## src/rtl/cacheline_burst_adaptor_pkg.sv

```systemverilog
`default_nettype none
// ============================================================================
// Module   : cacheline_burst_adaptor_pkg
// Purpose  : Shared definitions for the cache line <-> memory burst adaptor:
//            line/beat geometry, adaptor state encoding, line/beat typedefs
//            and the line-alignment helper.
// Ports    : none (package)
// Revision : 1.0 - initial release
// ============================================================================
package cacheline_burst_adaptor_pkg;

  localparam int BEAT_WIDTH   = 64;
  localparam int BEATS        = 4;
  localparam int LINE_WIDTH   = BEAT_WIDTH * BEATS;
  localparam int OFFSET_WIDTH = 5;

  typedef logic [LINE_WIDTH-1:0] cacheline_t;
  typedef logic [BEAT_WIDTH-1:0] beat_t;

  typedef enum logic [1:0] {
    IDLE     = 2'd0,
    RD_BURST = 2'd1,
    WR_BURST = 2'd2,
    DONE     = 2'd3
  } adaptor_state_t;

  // Clears the byte-offset-within-line bits so memory always sees the start
  // of the line.
  function automatic logic [31:0] align_line(input logic [31:0] addr);
    return addr & ~((32'd1 << OFFSET_WIDTH) - 32'd1);
  endfunction

endpackage
`default_nettype wire

```

## src/rtl/cacheline_burst_adaptor.sv

```systemverilog
`default_nettype none
// ============================================================================
// Module   : cacheline_burst_adaptor
// Purpose  : Converts 256-bit cache line fill/writeback requests into 4-beat
//            64-bit bursts on the memory port and reassembles read bursts
//            into a full line, finishing with a one-cycle resp_o.
// Ports    : clk, rst        - clock, asynchronous active-high reset
//            line_i/line_o   - writeback line in / assembled fill line out
//            address_i       - request address from cache
//            read_i/write_i  - fill / writeback request (sampled in IDLE)
//            resp_o          - one-cycle completion pulse to cache
//            burst_i/burst_o - read beat from / write beat to memory
//            address_o       - line-aligned address to memory
//            read_o/write_o  - burst read / write request to memory
//            resp_i          - beat accepted/valid from memory
// Revision : 1.0 - initial release
// ============================================================================
module cacheline_burst_adaptor
  import cacheline_burst_adaptor_pkg::*;
#(
  parameter int BEAT_WIDTH = cacheline_burst_adaptor_pkg::BEAT_WIDTH,
  parameter int BEATS      = cacheline_burst_adaptor_pkg::BEATS
) (
  input  logic                        clk,
  input  logic                        rst,
  input  logic [BEAT_WIDTH*BEATS-1:0] line_i,
  output logic [BEAT_WIDTH*BEATS-1:0] line_o,
  input  logic [31:0]                 address_i,
  input  logic                        read_i,
  input  logic                        write_i,
  output logic                        resp_o,
  input  logic [BEAT_WIDTH-1:0]       burst_i,
  output logic [BEAT_WIDTH-1:0]       burst_o,
  output logic [31:0]                 address_o,
  output logic                        read_o,
  output logic                        write_o,
  input  logic                        resp_i
);

  localparam int LINE_W = BEAT_WIDTH * BEATS;
  localparam int CNT_W  = (BEATS > 1) ? $clog2(BEATS) : 1;
  localparam logic [CNT_W-1:0] LAST_BEAT = CNT_W'(BEATS - 1);

  adaptor_state_t    state;
  adaptor_state_t    state_next;
  logic [CNT_W-1:0]  cnt;
  logic [LINE_W-1:0] wbuf;
  logic              last_beat;

  // The final beat is the one taken while the counter sits on the last index.
  assign last_beat = resp_i && (cnt == LAST_BEAT);

  // --------------------------------------------------------------------------
  // State register
  // --------------------------------------------------------------------------
  always_ff @(posedge clk or posedge rst) begin
    if (rst) begin
      state <= IDLE;
    end else begin
      state <= state_next;
    end
  end

  // --------------------------------------------------------------------------
  // Next-state logic; writeback wins over fill so dirty data leaves first.
  // --------------------------------------------------------------------------
  always_comb begin
    state_next = state;
    case (state)
      IDLE: begin
        if (write_i) begin
          state_next = WR_BURST;
        end else if (read_i) begin
          state_next = RD_BURST;
        end
      end
      RD_BURST: if (last_beat) state_next = DONE;
      WR_BURST: if (last_beat) state_next = DONE;
      DONE:     state_next = IDLE;
      default:  state_next = IDLE;
    endcase
  end

  // Handshake outputs are pure state decodes, so they carry no combinational
  // path from the cache-side inputs.
  assign read_o  = (state == RD_BURST);
  assign write_o = (state == WR_BURST);
  assign resp_o  = (state == DONE);

  // Write beat follows the counter directly so memory sees the next beat in
  // the same cycle the previous one is accepted.
  always_comb begin
    burst_o = '0;
    if (state == WR_BURST) begin
      burst_o = wbuf[cnt*BEAT_WIDTH +: BEAT_WIDTH];
    end
  end

  // --------------------------------------------------------------------------
  // Datapath: request latch, beat counter, fill-line assembly
  // --------------------------------------------------------------------------
  always_ff @(posedge clk or posedge rst) begin
    if (rst) begin
      cnt       <= '0;
      line_o    <= '0;
      address_o <= '0;
      wbuf      <= '0;
    end else begin
      case (state)
        IDLE: begin
          if (write_i || read_i) begin
            address_o <= align_line(address_i);
            cnt       <= '0;
          end
          if (write_i) begin
            wbuf <= line_i;
          end
        end
        RD_BURST: begin
          if (resp_i) begin
            line_o[cnt*BEAT_WIDTH +: BEAT_WIDTH] <= burst_i;
            cnt <= cnt + 1'b1;
          end
        end
        WR_BURST: begin
          if (resp_i) begin
            cnt <= cnt + 1'b1;
          end
        end
        default: ;
      endcase
    end
  end

endmodule
`default_nettype wire

```

## config.mk

```make
export PLATFORM = sky130hd
export DESIGN_NAME = cacheline_burst_adaptor
export DESIGN_NICKNAME = d
export VERILOG_FILES = /design/src/rtl/cacheline_burst_adaptor_pkg.sv /design/src/rtl/cacheline_burst_adaptor.sv
export SDC_FILE = /design/constraint.sdc
export NUM_CORES = 1
export LEC_CHECK = 0
export CAP_MARGIN = 5
export CORE_AREA = 2 2 280 282
export DETAILED_ROUTE_END_ITERATION = 16
export DIE_AREA = 0 0 282 284
export MAX_ROUTING_LAYER = met4
export SLEW_MARGIN = 20
export SYNTH_ARGS = -nofsm -noshare
export SYNTH_HDL_FRONTEND = slang
export SYNTH_SLANG_ARGS = --single-unit
export TNS_END_PERCENT = 1
```

## constraint.sdc

```tcl
create_clock -name clk -period 28 [get_ports clk]
set_input_delay 8.4 -clock clk [delete_from_list [all_inputs] [get_ports clk]]
set_output_delay 8.4 -clock clk [all_outputs]
set_load 0.02 [all_outputs]
```

==> out/metrics.yaml, run 1 <==
die:
  core_um2: 77000
  top_level_ports: 712
  fp.dieH_um: 284
  dieArea_um2: 80100
  initial_core_util: 0.285
  die_width_um: 282
  rows: 102
logic_synthesis:
  async_reset_ff_frac: 1.00
  synth.area.top_cells: "dfrtp_1, mux2_2, a22o_1"
  ys.flop_type: "dfrtp_1"
  synth_edf_count: 0
  synth-seq-cells: 543
  postSynthCellCount: 1452
  synth.distinct_cells: 28
  synth_top_cell_area_share: 0.620
  synth_top_area_cell: "dfrtp_1"
  yosys_warnings: 0
  ys_seq_area_frac: 0.620
  mappedNetlistArea_um2: 21900
  avgSynthCellArea_um2: 15.1
layout:
  stdcell_area_um2: 32200
  seqCellArea_um2: 13600
  final_core_util: 0.419
  final_common_cell: "clkdlybuf4s50_1"
  area_delta_synth_final_pct: 47.2
  drive_above_1_share: 0.224
  nFillCells: 7117
  multiInputGateArea_um2: 7870
  nNetsFinal: 2497
  final_cell_mix: "clkdlybuf4s50_1, dfrtp_1, mux2_2"
routing:
  first_pass_iters: 5
  wl_per_cell_um: 22.4
  viasPerCell: 4.77
  first_iter_violations: 926
  totalWireLength_um: 72500
  ant_nets: 0
  route.detailed.drc: 0
  vias: 15500
setup_path:
  critPathKind: "flop to primary output"
  worstPathMaxFanout: 39
  start_kind: "flop"
  cp.arrival_ns: 3.78
  crit_required_ns: 19.60
  end_kind: "primary output"
timing:
  finalCriticalPeriod_ns: 12.18
  hold_viol: 0
  post-route-period-util: 0.435
  hold_ws_ns: 0.479
  tns_ns: 0
  relSlewSlack: 0.266
  rsz0062_at_grt: "false"
  setup_viol: 0
  finalClockSkew_ns: 0.0456
  final_max_slew_viol_count: 0
  tightest_slew_ns: 1.10
  fmax_mhz: 82.1
global_route:
  grt_start_max_net_pins: 128
  grt_first_pass_wirelength_um: 107000
  grt_pass1_vias: 16200
  antenna_found_initial: 27
  overflow: 0
  grtUsageTotal: 0.180
placement:
  place_congestion: 0.872
  placed_area_um2: 30000
  dp_hpwl_um: 51500
  portBuffers: 701
worst_hold_path:
  hp-class: "flop to flop"
clock_network:
  clk_pin_slew_ns: 0.06
  htreeDepth: 2
  postCtsSetupBuffers: 0
  cts_resized: 0
  clk_latency_ns: 0.64
  cts_buffers: 61
  cts_buffer_depth: 3
  cts.sinks: 543
  clock-root-buffer: "clkbuf_16"
  cts-hold-fix-buffers: 0
  cts_tree: "yes"
job:
  cap_violations: 0
power:
  ir_worst_vdd_mv: 0.0590
  p_leak_nw: 13.5
  powerDensity_nw_per_um2: 101
status:
  outcome: "finished clean"
==> metal layers <==
metal | share of wire | global-route usage | vias up
met1 | 0.37 | 0.202 | 8066
met4 | 0.040 | 0.0813 | 0
li1 | - | - | 6719
met2 | 0.51 | 0.299 | 533
met3 | 0.073 | 0.0498 | 143
met5 | 0 | - | -
==> synthesized netlist by cell type (3+ instances only) <==
cell type	count
nand2_1	86
buf_4	11
nand2b_1	3
inv_1	7
nand3_1	4
mux4_2	64
buf_2	45
o21ai_1	9
ha_1	11
mux2_2	285
a22o_1	216
dfrtp_1	543
o21ai_0	33
and2_1	64
clkbuf_1	55
==> worst paths after layout <==
path / start / end / slack [ns] / cells past startpoint
setup / recovery: cnt[0]$_DFFE_PP0P_ / burst_o[5] / 15.82 / 4
hold / removal: line_o[203]$_DFFE_PP0P_ / line_o[203]$_DFFE_PP0P_ / 0.48 / 2
setup reg to reg: state[1]$_DFFE_PP0P_ / wbuf[125]$_DFFE_PP0P_ / 24.40 / 6
hold reg to reg: line_o[203]$_DFFE_PP0P_ / line_o[203]$_DFFE_PP0P_ / 0.48 / 2
max in group asynchronous: rst / cnt[0]$_DFFE_PP0P_ / 17.32 / 4
min in group asynchronous: rst / address_o[11]$_DFFE_PP0P_ / 8.35 / 2
==> area by class of cell <==
class,count,share of cell area
Antenna cell,27,0.00210
Sequential cell,543,0.422
Timing Repair Buffer,723,0.224
Clock inverter,20,0.00978
Clock buffer,89,0.0572
Tap cell,1040,0.0404
Inverter,7,0.00105
Multi-Input combinational cell,793,0.244
==> kinds of logic (layout without fill, tap and decap cells) <==
kind of cell / count (synthesis) / after routing / synth area share
flip-flops: 543 / 543 / 0.620
multiplexers: 351 / 351 / 0.213
AO/OA/AOI/OAI: 260 / 260 / 0.0967
AND/OR/NAND/NOR: 166 / 166 / 0.0382
buffers and inverters: 120 / 839 / 0.0250
adder cells (fa/ha/maj): 11 / 11 / 0.00628
other: 1 / 32 / 0.000171
==> flip-flops by register name, summed over array words and instances, names as in the netlist <==
name	count
state	2
wbuf	256
cnt	2
line_o	256
address_o	27
==> through the flow <==
| stage | setup WS [ns] | power [W] | std cells |
|---|---|---|---|
| 3_5_place_dp | 16.21 | 0.00242 | 3106 |
| 6_report | 15.82 | 0.00324 | 3242 |
| 2_1_floorplan | 4.42 | 0.00193 | 1456 |
| 3_3_place_gp | 16.29 | 0.00238 | 3104 |
| 4_1_cts | 15.66 | 0.00328 | 3215 |
| 5_1_grt | 15.54 | 0.00341 | 3242 |
==> worst max-delay path, stage by stage (launching register included) <==
cell and delay [ns]:
dfrtp_4 0.88, buf_4 0.80, mux4_2 0.64, and2_1 0.18, clkdlybuf4s50_1 0.58
==> power breakdown <==
group	internal (W)	switching, W
Combinational	0.000665	0.000513
Sequential	0.00106	0.000164
Clock	0.000510	0.000333
Total	0.00223	0.00101
No activity file was read; power rests on OpenSTA's default activity.
==> inputs of run 2 (changes only) <==
==> constraint.sdc (replaced) <==
create_clock -name clk -period 12.5 [get_ports clk]
set_input_delay 3.75 -clock clk [delete_from_list [all_inputs] [get_ports clk]]
set_output_delay 3.75 -clock clk [all_outputs]
set_load 0.02 [all_outputs]
==> out/metrics.yaml, run 2 (synthesized netlist as in run 1, its figures left out) <==
clock_network:
  clock-root-buffer: "clkbuf_16"
  cts_tree: "yes"
  postCtsSetupBuffers: 0  # unchanged
  cts-hold-fix-buffers: 0  # unchanged
  cts_buffers: 66  # +8.2%
  cts_resized: 0  # unchanged
  htreeDepth: 3  # +1
  clk_pin_slew_ns: 0.06  # about the same
  cts_buffer_depth: 3  # unchanged
  clk_latency_ns: 0.62  # -0.02 ns
  cts.sinks: 543  # unchanged
layout:
  final_common_cell: "clkdlybuf4s50_1"
  final_cell_mix: "clkdlybuf4s50_1, dfrtp_1, mux2_2"
  top_regs: "line_o: 256 flops, wbuf: 256 flops, address_o: 27 flops"
  drive_above_1_share: 0.222  # -0.00189
  area_delta_synth_final_pct: 46.9
  nNetsFinal: 2501  # +0.16%
  nFillCells: 7194  # +1.1%
setup_path:
  end_kind: "primary output"
  cp.arrival_ns: 3.75  # -0.03 ns
  critPathKind: "flop to primary output"
  start_kind: "flop"
  crit_required_ns: 8.75  # -10.85 ns
  worstPathMaxFanout: 37  # -5.1%
timing:
  relSlewSlack: 0.303  # +0.0367
  final_max_slew_viol_count: 0  # unchanged
  finalClockSkew_ns: 0.0277  # -0.0179 ns
  tightest_slew_ns: 1.05  # -0.0551 ns
  setup_viol: 0  # unchanged
  tns_ns: 0  # unchanged
  post-route-period-util: 0.600
  finalCriticalPeriod_ns: 7.50
  rsz0062_at_grt: "false"
  hold_viol: 0  # unchanged
  fmax_mhz: 133
die:
  dieArea_um2: 80100  # unchanged
  initial_core_util: 0.285  # unchanged
  fp.dieH_um: 284  # unchanged
  die_width_um: 282  # unchanged
  top_level_ports: 712  # unchanged
  rows: 102  # unchanged
  core_um2: 77000  # unchanged
global_route:
  grtUsageTotal: 0.184  # +0.00391
  overflow: 0  # unchanged
  top_usage_layer: "met2"
  grt_start_max_net_pins: 175  # +37%
  met1_usage: 0.212  # +0.0101
  use_met2: 0.300  # about the same
  antenna_found_initial: 16  # -41%
  grt_pass1_vias: 16400  # +1.2%
  grt_util_met3: 0.0508  # +0.000988
  grt_first_pass_wirelength_um: 108000  # +1.1%
job:
  cap_violations: 0  # unchanged
routing:
  first_iter_violations: 888  # -4.1%
  viasPerCell: 4.75  # -0.39%
  totalWireLength_um: 73100  # +0.78%
  route.detailed.drc: 0  # unchanged
  wl_per_cell_um: 22.6  # +0.93%
  first_pass_iters: 4  # -1
  vias: 15400  # -0.54%
  ant_nets: 0  # unchanged
worst_hold_path:
  hp-class: "flop to flop"
power:
  powerDensity_nw_per_um2: 225  # +120%
  p_leak_nw: 13.5  # -0.10%
  power_w: 0.00725  # +120%
  ir_worst_vdd_mv: 0.116  # +97%
status:
  outcome: "finished clean"
placement:
  dp_hpwl_um: 51400  # about the same
  place_congestion: 0.837  # -4.0%
  portBuffers: 701  # unchanged
run 2: cell types whose count changed in the layout (fill, tap and decap cells not counted), sizes merged:
cell	change
clkinv	+3
buf	-1
diode	-10
bufinv	-4
clkbuf	+3
clkinvlp	-1
inv	+5
run 2: routing by layer:
metal / vias to the layer above / share of wire
met3: 146 / 0.074
met4: 0 / 0.039
met1: 7970 / 0.38
met2: 540 / 0.50
met5: - / 0
li1: 6721 / -
run 2: per-stage QoR:
stage	utilization	cells	hold slack, ns	setup WS [ns]	instance area (um2)
6_report	0.418	3237	0.477	5.00	32200
5_1_grt	0.418	3236	0.512	4.66	32200
4_1_cts	0.417	3220	0.482	4.80	32100
3_5_place_dp	0.390	3105	0.470	5.32	30000
3_3_place_gp	0.390	3104	0.464	5.39	30000
2_1_floorplan	-	1456	0.474	1.36	21900
run 2: worst max-delay path, stage by stage, from the launching register on:
cell and delay [ns]:
dfrtp_4 0.97, buf_4 0.74, mux4_2 0.59, and2_1 0.21, clkdlybuf4s50_1 0.61
run 2: report_power, final:
part           switching, W  total, W  leakage [nW]  internal [W]
clock              0.000783   0.00188          1.05       0.00110
combinational       0.00116   0.00265          5.48       0.00149
sequential         0.000360   0.00273          6.92       0.00237
run 2: worst paths after layout:
path | from | to | slack (ns) | cells after the start
max | cnt[0]$_DFFE_PP0P_ | burst_o[29] | 5.00 | 4
min | line_o[225]$_DFFE_PP0P_ | line_o[225]$_DFFE_PP0P_ | 0.48 | 2
max reg2reg | state[0]$_DFFE_PP0P_ | wbuf[20]$_DFFE_PP0P_ | 8.83 | 6
min reg2reg | line_o[225]$_DFFE_PP0P_ | line_o[225]$_DFFE_PP0P_ | 0.48 | 2
max in group asynchronous | rst | line_o[117]$_DFFE_PP0P_ | 6.47 | 4
min in group asynchronous | rst | line_o[146]$_DFFE_PP0P_ | 3.72 | 2
run 2: layout make-up:
cell class	count	area, um2	share of cell area
timing repair buffer	722	7220	0.224
sequential	543	13600	0.423
tap	1040	1300	0.0405
clock buffer	92	1860	0.0578
multi-input combinational	793	7860	0.244
clock inverter	23	263	0.00817
antenna	17	42.5	0.00132
inverter	7	30.0	0.000933
